--- config.mk ---
export PLATFORM = sky130hd
export DESIGN_NAME = level_code_decoder
export DESIGN_NICKNAME = d
export VERILOG_FILES = /design/src/rtl/cavlc_pkg.sv /design/src/rtl/leading_zero_counter.sv /design/src/rtl/level_code_decoder.sv
export SDC_FILE = /design/constraint.sdc
export NUM_CORES = 1
export LEC_CHECK = 0
export CORE_MARGIN = 2
export CORE_UTILIZATION = 30
export DETAILED_ROUTE_END_ITERATION = 7
export HOLD_SLACK_MARGIN = 0.03
export PLACE_DENSITY = 0.45
export SLEW_MARGIN = 20
export SYNTH_ARGS = -nofsm -noshare
export SYNTH_HDL_FRONTEND = slang
export SYNTH_SLANG_ARGS = --single-unit
--- constraint.sdc ---
create_clock -name Clk -period 7.8 [get_ports Clk]
set_clock_uncertainty 0.1 [all_clocks]
set_input_delay 0.78 -clock Clk [delete_from_list [all_inputs] [get_ports Clk]]
set_output_delay 0.78 -clock Clk [all_outputs]
set_load 0.03 [all_outputs]
--- src/rtl/cavlc_pkg.sv ---
`default_nettype none
// +----------------------------------------------------------------------------+
// | cavlc_pkg                                                                  |
// | Shared states, escape constants and widths for the CAVLC level path.       |
// | Revision: 1.0                                                              |
// +----------------------------------------------------------------------------+
package cavlc_pkg;

  typedef logic [2:0] state_t;

  localparam state_t C_ST_IDLE   = 3'd0;
  localparam state_t C_ST_T1SIGN = 3'd1;
  localparam state_t C_ST_PREFIX = 3'd2;
  localparam state_t C_ST_SUFFIX = 3'd3;
  localparam state_t C_ST_FINISH = 3'd4;

  localparam int C_MAX_SUFFIX_LEN = 6;

  // Escape codes: prefix 14 with suffixLength 0 reads 4 bits, prefix 15 reads 12
  localparam logic [3:0]  C_ESC14_PREFIX = 4'd14;
  localparam logic [3:0]  C_ESC14_SIZE   = 4'd4;
  localparam logic [3:0]  C_ESC15_PREFIX = 4'd15;
  localparam logic [3:0]  C_ESC15_SIZE   = 4'd12;
  localparam logic [13:0] C_ESC15_OFFSET = 14'd15;

  localparam int C_CODENUM_W  = 14;
  localparam int C_LEVELOUT_W = 13;

endpackage
`default_nettype wire

--- src/rtl/leading_zero_counter.sv ---
`default_nettype none
// +----------------------------------------------------------------------------+
// | leading_zero_counter                                                       |
// | Counts leading zeros of a 16-bit word; returns 16 for an all-zero word.    |
// | Revision: 1.0                                                              |
// +----------------------------------------------------------------------------+
module leading_zero_counter (
  input  logic [15:0] value,
  output logic [4:0]  count
);

  // Ascending scan: the highest set bit is the last one to write the result
  always_comb begin
    count = 5'd16;
    for (int k = 0; k < 16; k++) begin
      if (value[k]) count = 5'(15 - k);
    end
  end

endmodule
`default_nettype wire

--- src/rtl/level_code_decoder.sv ---
`default_nettype none
// +----------------------------------------------------------------------------+
// | level_code_decoder                                                         |
// | Parses trailing-one signs and level prefix/suffix, tracks suffixLength.    |
// | Revision: 1.0                                                              |
// +----------------------------------------------------------------------------+
module level_code_decoder
  import cavlc_pkg::*;
#(
  parameter int MAX_SUFFIX_LEN = C_MAX_SUFFIX_LEN
) (
  input  logic                   Clk,
  input  logic                   nReset,
  input  logic                   Start,
  input  logic [4:0]             TotalCoeffIn,
  input  logic [1:0]             TrailingOnesIn,
  input  logic [15:0]            BitsIn,
  input  logic                   BitsValid,
  output logic                   ShiftEn,
  output logic [4:0]             ShiftAmt,
  output logic                   TrailingOneMode,
  output logic                   LPUTrig,
  output logic [C_CODENUM_W-1:0] CodeNum,
  output logic [2:0]             SuffixLength,
  output logic [1:0]             TrailingOnes,
  output logic                   Busy,
  output logic                   Done,
  output logic                   Error
);

  localparam logic [2:0] C_SL_MAX = 3'(MAX_SUFFIX_LEN);

  state_t                 r_state;
  logic [4:0]             r_tc;
  logic [1:0]             r_t1;
  logic [4:0]             r_idx;
  logic [2:0]             r_sl;
  logic [3:0]             r_prefix;
  logic                   r_first;
  logic [C_CODENUM_W-1:0] r_codenum;
  logic [2:0]             r_suffixlen;
  logic                   r_t1mode;
  logic                   r_lputrig;
  logic                   r_done;
  logic                   r_error;

  logic [4:0]             w_lz;
  logic [3:0]             w_ssize;
  logic [11:0]            w_suffix;
  logic [C_CODENUM_W-1:0] w_levelcode;
  logic [C_CODENUM_W-1:0] w_adj;
  logic [C_CODENUM_W-1:0] w_mag;
  logic [C_CODENUM_W-1:0] w_thresh;
  logic [2:0]             w_sl_base;
  logic [2:0]             w_sl_next;
  logic [4:0]             w_idx_next;
  logic                   w_suffix_go;

  leading_zero_counter u_lzc (
    .value (BitsIn),
    .count (w_lz)
  );

  always_comb begin
    if (r_prefix == C_ESC15_PREFIX) begin
      w_ssize = C_ESC15_SIZE;
    end else if (r_prefix == C_ESC14_PREFIX && r_sl == 3'd0) begin
      w_ssize = C_ESC14_SIZE;
    end else begin
      w_ssize = {1'b0, r_sl};
    end
  end

  // A zero-size suffix shifts the window out entirely, yielding 0
  assign w_suffix    = 12'(BitsIn >> (5'd16 - {1'b0, w_ssize}));
  assign w_levelcode = (14'(r_prefix) << r_sl) + 14'(w_suffix)
                     + ((r_prefix == C_ESC15_PREFIX && r_sl == 3'd0) ? C_ESC15_OFFSET : 14'd0);

  // The +2 for the first non-T1 level only steers suffixLength adaptation here
  assign w_adj       = (r_first && r_t1 != 2'd3) ? w_levelcode + 14'd2 : w_levelcode;
  assign w_mag       = (w_adj + 14'd2) >> 1;
  assign w_sl_base   = (r_sl == 3'd0) ? 3'd1 : r_sl;
  assign w_thresh    = 14'd3 << (w_sl_base - 3'd1);
  assign w_sl_next   = (w_mag > w_thresh && w_sl_base < C_SL_MAX) ? w_sl_base + 3'd1 : w_sl_base;
  assign w_idx_next  = r_idx + 5'd1;
  assign w_suffix_go = (r_state == C_ST_SUFFIX) && (w_ssize == 4'd0 || BitsValid);

  always_comb begin
    ShiftEn  = 1'b0;
    ShiftAmt = 5'd0;
    case (r_state)
      C_ST_T1SIGN: begin
        if (BitsValid) begin
          ShiftEn  = 1'b1;
          ShiftAmt = 5'd1;
        end
      end
      C_ST_PREFIX: begin
        if (BitsValid && !w_lz[4]) begin
          ShiftEn  = 1'b1;
          ShiftAmt = w_lz + 5'd1;
        end
      end
      C_ST_SUFFIX: begin
        if (BitsValid && w_ssize != 4'd0) begin
          ShiftEn  = 1'b1;
          ShiftAmt = {1'b0, w_ssize};
        end
      end
      default: begin
        ShiftEn  = 1'b0;
        ShiftAmt = 5'd0;
      end
    endcase
  end

  always_ff @(posedge Clk or negedge nReset) begin
    if (!nReset) begin
      r_state     <= C_ST_IDLE;
      r_tc        <= 5'd0;
      r_t1        <= 2'd0;
      r_idx       <= 5'd0;
      r_sl        <= 3'd0;
      r_prefix    <= 4'd0;
      r_first     <= 1'b0;
      r_codenum   <= '0;
      r_suffixlen <= 3'd0;
      r_t1mode    <= 1'b0;
      r_lputrig   <= 1'b0;
      r_done      <= 1'b0;
      r_error     <= 1'b0;
    end else begin
      r_t1mode  <= 1'b0;
      r_lputrig <= 1'b0;
      r_done    <= 1'b0;
      case (r_state)
        C_ST_IDLE: begin
          if (Start) begin
            r_tc    <= TotalCoeffIn;
            r_t1    <= TrailingOnesIn;
            r_idx   <= 5'd0;
            r_first <= 1'b1;
            r_error <= 1'b0;
            r_sl    <= (TotalCoeffIn > 5'd10 && TrailingOnesIn != 2'd3) ? 3'd1 : 3'd0;
            if (TrailingOnesIn != 2'd0) begin
              r_state <= C_ST_T1SIGN;
            end else if (TotalCoeffIn != 5'd0) begin
              r_state <= C_ST_PREFIX;
            end else begin
              r_state <= C_ST_FINISH;
            end
          end
        end
        C_ST_T1SIGN: begin
          if (BitsValid) begin
            r_codenum <= {13'd0, BitsIn[15]};
            r_t1mode  <= 1'b1;
            r_idx     <= w_idx_next;
            if (w_idx_next == {3'd0, r_t1}) begin
              r_state <= (r_tc > {3'd0, r_t1}) ? C_ST_PREFIX : C_ST_FINISH;
            end
          end
        end
        C_ST_PREFIX: begin
          if (BitsValid) begin
            if (w_lz[4]) begin
              r_error <= 1'b1;
              r_state <= C_ST_FINISH;
            end else begin
              r_prefix <= w_lz[3:0];
              r_state  <= C_ST_SUFFIX;
            end
          end
        end
        C_ST_SUFFIX: begin
          if (w_suffix_go) begin
            r_codenum   <= w_levelcode;
            r_suffixlen <= r_sl;
            r_lputrig   <= 1'b1;
            r_idx       <= w_idx_next;
            r_sl        <= w_sl_next;
            r_first     <= 1'b0;
            r_state     <= (w_idx_next < r_tc) ? C_ST_PREFIX : C_ST_FINISH;
          end
        end
        C_ST_FINISH: begin
          r_done  <= 1'b1;
          r_state <= C_ST_IDLE;
        end
        default: r_state <= C_ST_IDLE;
      endcase
    end
  end

  assign CodeNum         = r_codenum;
  assign SuffixLength    = r_suffixlen;
  assign TrailingOneMode = r_t1mode;
  assign LPUTrig         = r_lputrig;
  assign TrailingOnes    = r_t1;
  assign Busy            = (r_state != C_ST_IDLE);
  assign Done            = r_done;
  assign Error           = r_error;

endmodule
`default_nettype wire

== Word level (Yosys, flattened, before mapping) ==
Index checks and enable logic that the tools add are counted.
Storage, ports and cells
  input port bits: 27
  register bits: 44
Cells by class
  muxes and demuxes: 63
  bitwise gates (word level): 1
  reductions and logical operators: 29
  order comparisons: 5
  add/subtract/negate cells: 9
  shift operators: 3
  equality and inequality tests: 15
Operator list (count)
  2-to-1 mux 5 bit: 20
  2-to-1 mux 3 bit: 15
  2-to-1 mux 14 bit: 3
  case mux 5 bit (3 select lines): 2
  adder 14 x 2 -> 14 bit (second input constant): 2
  case mux 14 bit (2 select lines): 1
  inequality test 2 bit (second input constant): 8
  right shift 16 x 5 -> 12 bit: 1
  adder 14 x 12 -> 14 bit: 1
  adder 14 x 4 -> 14 bit: 1
  greater-than comparator 13 x 14 -> 1 bit: 1
  2-to-1 mux 1 bit: 14
  left shift 2 x 3 -> 14 bit (first input constant): 1
  left shift 4 x 3 -> 14 bit: 1
  2-to-1 mux 4 bit: 3
  case mux 3 bit (4 select lines): 1
  adder 5 x 1 -> 5 bit (second input constant): 2
  AND reduction 3 bit: 3
  equality test 4 bit (second input constant): 2
  logical AND 1 bit: 8
  AND reduction 4 bit: 2
  nonzero test 2 bit: 4
  equality test 3 x 2 -> 1 bit (second input constant): 2
  zero test 3 bit: 2
  22 further kinds: 25

== Logic depth before layout (Yosys ltp) ==
Gate-level depths: netlist of the first run.
  depth after elaboration: 20
  gate-level depth with buffers: 36
  mapped depth without buffers: 32

== Hierarchy ==
Synthesis of the first run repeated with hierarchy kept, for this count alone.
Unflattened totals
  cell total of the unflattened synthesis: 604
  area total of the unflattened synthesis: 4926.0 µm²
By module, submodules not included
  level_code_decoder: cells an instance 572, area each 4737.0 µm², times used 1, sequential area each 1076.0 µm²
  leading_zero_counter: cells an instance 32, area each 188.9 µm², times used 1, sequential area each 0.0 µm²

== Least setup slack after synthesis of the first run ==
Ideal clock, no wire load.
  path type: flip-flop to flip-flop
  start point: reg r_prefix[3]
  end point: reg r_sl[2]
  path buffers: 4
  library setup time: 0.122 ns
  arrival: 6.877 ns
  setup slack: 0.702 ns
  cell stages (with the launch flop): 36
  cell sequence: dfrtp_1 -> and3_1 -> clkbuf_1 -> nand2_1 -> nand2_1 -> clkbuf_1 -> ha_1 -> clkbuf_1 -> clkbuf_1 -> nand3_1 -> o21ai_0 -> mux2i_1 -> nand2_1 -> nand2_1 -> fa_1 -> inv_1 -> ha_1 -> fa_1 -> a211o_1 -> a21oi_4 -> mux2i_1 -> nand3_1 -> maj3_1 -> nor2_1 -> xnor2_1 -> ha_1 -> o21ai_0 -> nand2b_1 -> o2111ai_1 -> a21oi_1 -> a211oi_1 -> a41oi_1 -> a211oi_2 -> o211a_1 -> nor2_1 -> a32o_1
On the way
  longest elaborated chain between the ends: 16
  elaborated cells on any way between the ends: 25
  those cells by class: 5 x add/sub; 1 x order compare; 3 x eq/ne; 2 x shift; 7 x mux; 7 x reduce/logical
RTL lines
  start, declared: line level_code_decoder.sv:38  | logic [3:0] r_prefix;
  start signal, assigned: line level_code_decoder.sv:170  | r_prefix <= w_lz[3:0];
  equality test 4 bit: line level_code_decoder.sv:67  | end else if (r_prefix == C_ESC14_PREFIX && r_sl == 3'd0) begin
  logical AND 1 bit: line level_code_decoder.sv:67
  2-to-1 mux 3 bit: line level_code_decoder.sv:67
  2-to-1 mux 4 bit: line level_code_decoder.sv:65  | if (r_prefix == C_ESC15_PREFIX) begin
  subtractor 5 x 4 -> 5 bit: line level_code_decoder.sv:75  | assign w_suffix = 12'(BitsIn >> (5'd16 - {1'b0, w_ssize}));
  right shift 16 x 5 -> 12 bit: line level_code_decoder.sv:75
  adder 14 x 12 -> 14 bit: line level_code_decoder.sv:76  | assign w_levelcode = (14'(r_prefix) << r_sl) + 14'(w_suffix)
  adder 14 x 4 -> 14 bit: line level_code_decoder.sv:77  | + ((r_prefix == C_ESC15_PREFIX && r_sl == 3'd0) ? C_ESC15_OFFSET : 14'd0);
  adder 14 x 2 -> 14 bit: line level_code_decoder.sv:80  | assign w_adj = (r_first && r_t1 != 2'd3) ? w_levelcode + 14'd2 : w_levelcode;
  2-to-1 mux 14 bit: line level_code_decoder.sv:80
  adder 14 x 2 -> 14 bit: line level_code_decoder.sv:81  | assign w_mag = (w_adj + 14'd2) >> 1;
  greater-than comparator 13 x 14 -> 1 bit: line level_code_decoder.sv:84  | assign w_sl_next = (w_mag > w_thresh && w_sl_base < C_SL_MAX) ? w_sl_base + 3'd1 : w_sl_base;
  logical AND 1 bit: line level_code_decoder.sv:84
  2-to-1 mux 3 bit: line level_code_decoder.sv:84
  2-to-1 mux 3 bit: line level_code_decoder.sv:176  | if (w_suffix_go) begin
  case mux 3 bit (2 select lines): line level_code_decoder.sv:136  | case (r_state)
  end signal, assigned: line level_code_decoder.sv:144  | r_sl <= (TotalCoeffIn > 5'd10 && TrailingOnesIn != 2'd3) ? 3'd1 : 3'd0;
  end signal, assigned: line level_code_decoder.sv:181  | r_sl <= w_sl_next;
  end, declared: line level_code_decoder.sv:37  | logic [2:0] r_sl;
Several ways; a longest one is shown, not always the timed one. The select of a mux whose other input is x is not followed.
A chain may end at the register's enable or synchronous reset.

== Worst setup path after layout of the first run ==
Same ends and word-level chain as after synthesis.

==> results.py, run 1 <==
metrics = {
    "layout": {
        "final_util_pct": 36.4,
        "multi_input_area_um2": 3500,
        "seq_area_um2": 1080,
        "drive_gt1_share_pct": 7.79,
        "n_antenna_cell": 0,
        "syn_to_final_growth_pct": 19.7,
        "fillers": 1717,
        "final_nets": 714,
    },
    "clock_network": {
        "path_clk_slew_ns": 0.07,
        "cts_tree": "done",
        "h-tree-depth": 2,
        "postCtsHoldBufs": 0,
        "cts_root_buf": "clkbuf_16",
        "numClockSinks": 43,
        "cts_made_buffers": 5,
        "clk_path_buf_depth": 2,
        "clock_latency_ns": 0.29,
        "cts_setup_buffers": 0,
    },
    "pwr": {
        "internal_power_uw": 1390,
        "power_frac_seq_pct": 13.2,
        "p_leak_uw": 0.00255,
        "p_sw_uw": 1490,
        "p_per_area_nw_per_um2": 502,
        "power_frac_comb_pct": 78.3,
        "ir_worst_vdd_v": 0.000222,
        "post-layout-total-power_uw": 2880,
        "switching_share_pct": 51.8,
        "p_clk_share_pct": 8.5,
    },
    "yosys": {
        "synth_area_per_cell_um2": 8.05,
        "synth-edff-count": 0,
        "synth_area_leaders": "dfrtp_1, ha_1, nand2_1",
        "synth_cell_types": 76,
        "yosysTopAreaCell": "dfrtp_1",
        "synth_top_area_share_pct": 22.4,
        "synthCells": 596,
        "synthArstFlopShare_pct": 100,
        "seq_area_frac_synth_pct": 22.4,
        "synth_ff_type": "dfrtp_1",
        "ys_ff_latch": 43,
        "yosysWarnings": 0,
        "synth.most_common_cell": "nand2_1",
        "synth.cells.most_frequent": "nand2_1, dfrtp_1, nor2_1",
        "netlist_area_um2": 4800,
        "syn_nets": 669,
    },
    "floorplanning": {
        "dieWidth_um": 130,
        "die_height_um": 130,
        "initial_utilization_pct": 30.4,
        "core_area_um2": 15800,
        "dieArea_um2": 17000,
        "std_cell_rows": 46,
        "io_pins": 57,
    },
    "global_route": {
        "gr-total-overflow": 0,
        "first_global_vias": 4417,
        "antenna_found_initial": 0,
        "grt_start_max_net_pins": 44,
        "grt_first_pass_wirelength_um": 22800,
        "grt_util_all_layers_pct": 16.8,
    },
    "route": {
        "drt_wl_total_um": 13800,
        "vias": 4492,
        "wl_per_cell_um": 16.1,
        "dr.pass1.iters": 4,
        "drcViolationCount": 0,
        "vias_per_cell": 5.24,
        "drt_iter0_drc": 290,
        "antenna_left": 0,
    },
    "sta": {
        "rsz0062_at_grt": "false",
        "worstMarginPinSlew_ns": 0.862,
        "setup_viol_count_final": 0,
        "tns_ns": 0,
        "slew_viol_final": 0,
        "hold_slack_ns": 0.365,
        "fin_crit_ns": 7.21,
        "finalHoldViolCount": 0,
        "max_slew_margin_pct": 42.5,
        "fmax_mhz": 139,
        "finalCritPeriodShare_pct": 92.4,
    },
    "placement": {
        "portBuffers": 55,
        "hpwlAfterDp_um": 10900,
        "place.gp.congestion": 0.839,
    },
    "critical_path": {
        "slowest_delay_ns": 0.65,
        "critPathKind": "reg2reg",
        "critPathArrivalTime_ns": 7.29,
        "slowest_stage": "fa_1",
        "path_common_cell": "nand2_1",
        "cp-start-kind": "flip-flop",
        "required_ns": 7.88,
        "crit_fanout": 13,
        "cp-end-kind": "flip-flop",
    },
    "outcome": {
        "status": "completed",
    },
    "job": {
        "maxCapViolCount": 0,
    },
    "min_path": {
        "min_path_type": "in2async",
    },
}
-- area by class of cell --
class	instances	area share (%)
clock buffer	5	2.18
clock inverter	3	0.762
inverter	35	2.29
multi-input combinational	494	60.9
sequential	43	18.7
tap	216	4.70
timing repair buffer	62	10.5
-- logic make-up (layout without fill, tap and decap cells) --
kind of cell	count (synthesis)	after routing	share of synthesized area, %
compound gates	156	156	22.7
other cells	1	1	0.0782
mux	43	43	9.49
fa+ha+maj	47	47	13.0
flops	43	43	22.4
buf+inv	59	105	4.85
xor+xnor	23	23	4.35
simple gates	224	224	23.1
-- layout by cell type (no fill, tap or decap), types with 9 or more instances in the layout --
cell type and instances:
a21oi_1 35, a22o_1 11, clkdlybuf4s50_1 54, dfrtp_1 43, ha_1 40, inv_1 33
mux2_2 10, mux2i_1 31, nand2_1 85, nand2b_1 9, nand3_1 16, nor2_1 42
nor2b_1 12, nor3_1 12, nor4_1 9, o21ai_0 32, o22ai_1 12, xnor2_1 15
-- critical path: cells and delay by family (launching register included) --
family                     cells  cell delay (ns)
AOI/OAI and AO/OA              8             1.20
DFF                            1             0.42
muxes                          3             0.60
and+or+nand+nor               11             1.48
xor gates and xnor gates       1             0.08
buffers and inverters          2             0.30
adders and majority gates      7             2.90
-- final timing paths --
check                                        startpoint                endpoint  slack, ns  cells after the start
worst max-delay path            r_prefix[3]$_DFFE_PN0P_     r_sl[2]$_DFFE_PN0P_       0.59                     32
worst min-delay path                             nReset  CodeNum[6]$_DFFE_PN0P_       0.37                      1
worst max register to register  r_prefix[3]$_DFFE_PN0P_     r_sl[2]$_DFFE_PN0P_       0.59                     32
worst min register to register   CodeNum[7]$_DFFE_PN0P_  CodeNum[7]$_DFFE_PN0P_       0.39                      2
max in group asynchronous                        nReset    r_idx[3]$_DFFE_PN0P_       6.83                      1
min in group Clk                 CodeNum[7]$_DFFE_PN0P_  CodeNum[7]$_DFFE_PN0P_       0.39                      2
-- power groups by stage --
stage / Clock (uW) / Combinational (uW) / Sequential (uW)
after floorplan: 0 / 1630 / 424
after global placement: 0 / 2200 / 383
after detailed placement: 0 / 2230 / 385
after CTS: 253 / 2250 / 382
after global routing: 262 / 2530 / 397
final: 246 / 2260 / 380
-- state kept, by name, summed over array words and instances, names as in the netlist --
register         cells
Done                 1
TrailingOneMode      1
TrailingOnes         2
r_sl                 3
r_state              3
r_first              1
LPUTrig              1
Error                1
r_tc                 5
r_idx                5
CodeNum             13
SuffixLength         3
r_prefix             4
-- stage by stage --
stage | std cells | setup slack, ns | cell area (um^2)
2_1_floorplan | 596 | 0.702 | 4800
3_5_place_dp | 850 | 0.623 | 5570
4_1_cts | 858 | 0.584 | 5730
6_report | 858 | 0.593 | 5750
3_3_place_gp | 850 | 0.787 | 5570
5_1_grt | 858 | 0.0109 | 5750
-- metal layers --
layer  vias up  share of wire (%)  global-route usage (%)
li1       2260                  -                       -
met1      2150                 48                    23.5
met2        67                 48                    28.1
met3        15                2.3                    1.59
met4         0                1.5                    3.94
met5         -                  0                       0
-- timing repair --
item | 4_1_cts | 5_1_grt
hold endpoints to repair | 0 | 0
endpoints found under the setup margin | 0 | 3
resized for setup | 0 | 3
(Power assumes the default switching activity.)
==> run 2: changes to the inputs <==
==> constraint.sdc (replaced) <==
create_clock -name Clk -period 7.95 [get_ports Clk]
set_clock_uncertainty 0.1 [all_clocks]
set_input_delay 0.795 -clock Clk [delete_from_list [all_inputs] [get_ports Clk]]
set_output_delay 0.795 -clock Clk [all_outputs]
set_load 0.03 [all_outputs]
==> run 2 against run 1 <==
Sequential share of layout area is 0.14 points higher. Design area is 0.74% lower. Register-to-register slack better by 0.15 ns. Total power is 3.6% lower. Fmax hardly changed. Count of clock-buffer cells in the layout is 1 higher. Via count is 1.4% higher. Hold slack better by 0.024 ns. Critical path depth is 1 lower. First-iteration DRC count is 7.9% lower. Die area stayed put. Global-route usage is 0.063 points higher. Critical path type unchanged. Largest cell class unchanged. Highest routed layer unchanged.
==> results.py, run 2 (synthesized netlist as in run 1, its figures left out) <==
metrics = {
    "route": {
        "wl_per_cell_um": 16.0,
        "dr.pass1.iters": 4,
        "antenna_left": 0,
        "drt_wl_total_um": 13700,
        "drt_iter0_drc": 267,
        "vias_per_cell": 5.32,
        "drcViolationCount": 0,
        "vias": 4556,
    },
    "pwr": {
        "post-layout-total-power_uw": 2780,
        "ir_worst_vdd_v": 0.000285,
        "p_leak_uw": 0.00254,
        "p_per_area_nw_per_um2": 488,
    },
    "sta": {
        "finalCritPeriodShare_pct": 90.6,
        "tns_ns": 0,
        "worstMarginPinSlew_ns": 0.993,
        "max_slew_margin_pct": 33.8,
        "finalHoldViolCount": 0,
        "slew_viol_final": 0,
        "fin_crit_ns": 7.20,
        "hold_slack_ns": 0.389,
        "timing.final.ws_setup_ns": 0.746,
        "rsz0062_at_grt": "false",
        "fmax_mhz": 139,
        "setup_viol_count_final": 0,
    },
    "floorplanning": {
        "io_pins": 57,
        "die_height_um": 130,
        "core_area_um2": 15800,
        "std_cell_rows": 46,
        "initial_utilization_pct": 30.4,
        "dieArea_um2": 17000,
        "dieWidth_um": 130,
    },
    "critical_path": {
        "required_ns": 8.03,
        "slowest_delay_ns": 0.54,
        "critPathArrivalTime_ns": 7.28,
        "cp-start-kind": "flip-flop",
        "slowest_stage": "ha_1",
        "crit_start": "r_prefix[3]$_DFFE_PN0P_",
        "cp-end-kind": "flip-flop",
        "crit_fanout": 13,
        "critPathKind": "reg2reg",
        "path_common_cell": "nand2_1",
        "rr_startpoint": "r_prefix[3]$_DFFE_PN0P_",
    },
    "clock_network": {
        "clk_path_buf_depth": 2,
        "postCtsHoldBufs": 0,
        "cts_resized": 0,
        "cts_tree": "done",
        "clock_latency_ns": 0.29,
        "cts_root_buf": "clkbuf_16",
        "cts_setup_buffers": 0,
        "numClockSinks": 43,
        "path_clk_slew_ns": 0.06,
        "h-tree-depth": 2,
        "cts_made_buffers": 5,
    },
    "global_route": {
        "first_global_vias": 4532,
        "grt_start_max_net_pins": 44,
        "antenna_found_initial": 0,
        "grt_first_pass_wirelength_um": 22900,
        "grt_util_all_layers_pct": 16.8,
        "gr-total-overflow": 0,
    },
    "placement": {
        "pre_cts_slack_ns": 0.831,
        "hpwlAfterDp_um": 10900,
        "placed_cells": 848,
        "place.gp.congestion": 0.832,
        "portBuffers": 55,
    },
    "layout": {
        "largest_register_ffs": 13,
        "drive_gt1_share_pct": 7.03,
        "final_nets": 712,
        "syn_to_final_growth_pct": 18.9,
        "n_antenna_cell": 0,
        "layout_commonest_cell": "nand2_1",
        "layout_common_cells": "nand2_1, clkdlybuf4s50_1, dfrtp_1",
        "final_cells": 856,
    },
    "min_path": {
        "hp-start": "CodeNum[7]$_DFFE_PN0P_",
        "min_path_type": "reg2reg",
    },
    "job": {
        "maxCapViolCount": 0,
    },
    "outcome": {
        "status": "completed",
    },
}
==> run 2: cell types whose count changed in the layout (fill, tap and decap cells not counted), sizes merged <==
cell / previous run / this run
buf: 8 / 6
bufinv: 1 / 0
clkbuf: 5 / 6
clkinv: 4 / 3
inv: 33 / 34
==> run 2: worst max-delay path: cells and delay by family, from the launching register on <==
| kind | cells | cell delay, ns |
|---|---|---|
| simple gates | 10 | 1.33 |
| flops | 1 | 0.41 |
| mux | 2 | 0.46 |
| compound gates | 10 | 1.98 |
| fa+ha+maj | 5 | 2.10 |
| xor+xnor | 2 | 0.41 |
| buf+inv | 2 | 0.33 |
==> run 2: final timing paths <==
check	end	slack, ns	cells past startpoint
worst min-delay path	CodeNum[7]$_DFFE_PN0P_	0.39	2
worst max-delay path	r_sl[2]$_DFFE_PN0P_	0.75	31
min in group asynchronous	CodeNum[6]$_DFFE_PN0P_	0.56	1
worst max register to register	r_sl[2]$_DFFE_PN0P_	0.75	31
worst min register to register	CodeNum[7]$_DFFE_PN0P_	0.39	2
max in group asynchronous	r_idx[2]$_DFFE_PN0P_	6.56	1
==> run 2: final cells by class <==
class / instances / area, um^2
fillers: 1661 / 10100
multi-input cells: 494 / 3490
flip-flops and latches: 43 / 1080
repair buffers: 60 / 583
well taps: 216 / 270
clock buffers: 6 / 139
inverters: 35 / 131
clock inverters: 2 / 13.8
==> run 2: metal layers <==
layer	vias up	wire length (um)	global-route usage, %
li1	2255	-	-
met5	-	0	0
met1	2221	6570	23.6
met2	68	6580	28.0
met4	0	174	4.32
met3	12	332	1.59
==> run 2: power by group <==
part | switching, uW | internal [uW]
Combinational | 1270 | 913
Sequential | 90.5 | 294
Clock | 90.5 | 126
Total | 1450 | 1330
==> run 2: stage by stage <==
stage	area, um^2	utilization [%]
final	5700	36.2
after CTS	5700	36.2
after global placement	5550	35.2
after floorplan	4800	-
after global routing	5700	36.2
after detailed placement	5550	35.2
==> run 3: changes to the inputs <==
--- a/config.mk
+++ b/config.mk
@@ -5,10 +5,12 @@
 export SDC_FILE = /design/constraint.sdc
 export NUM_CORES = 1
 export LEC_CHECK = 0
+export ABC_CLOCK_PERIOD_IN_PS = 7950
 export CORE_MARGIN = 2
 export CORE_UTILIZATION = 30
+export CTS_CLUSTER_SIZE = 14
 export DETAILED_ROUTE_END_ITERATION = 7
-export HOLD_SLACK_MARGIN = 0.03
+export HOLD_SLACK_MARGIN = 0.05
 export PLACE_DENSITY = 0.45
 export SLEW_MARGIN = 20
 export SYNTH_ARGS = -nofsm -noshare
==> results of run 3 <==
Same layout as run 2: the final DEF is identical, and so are final timing and power.
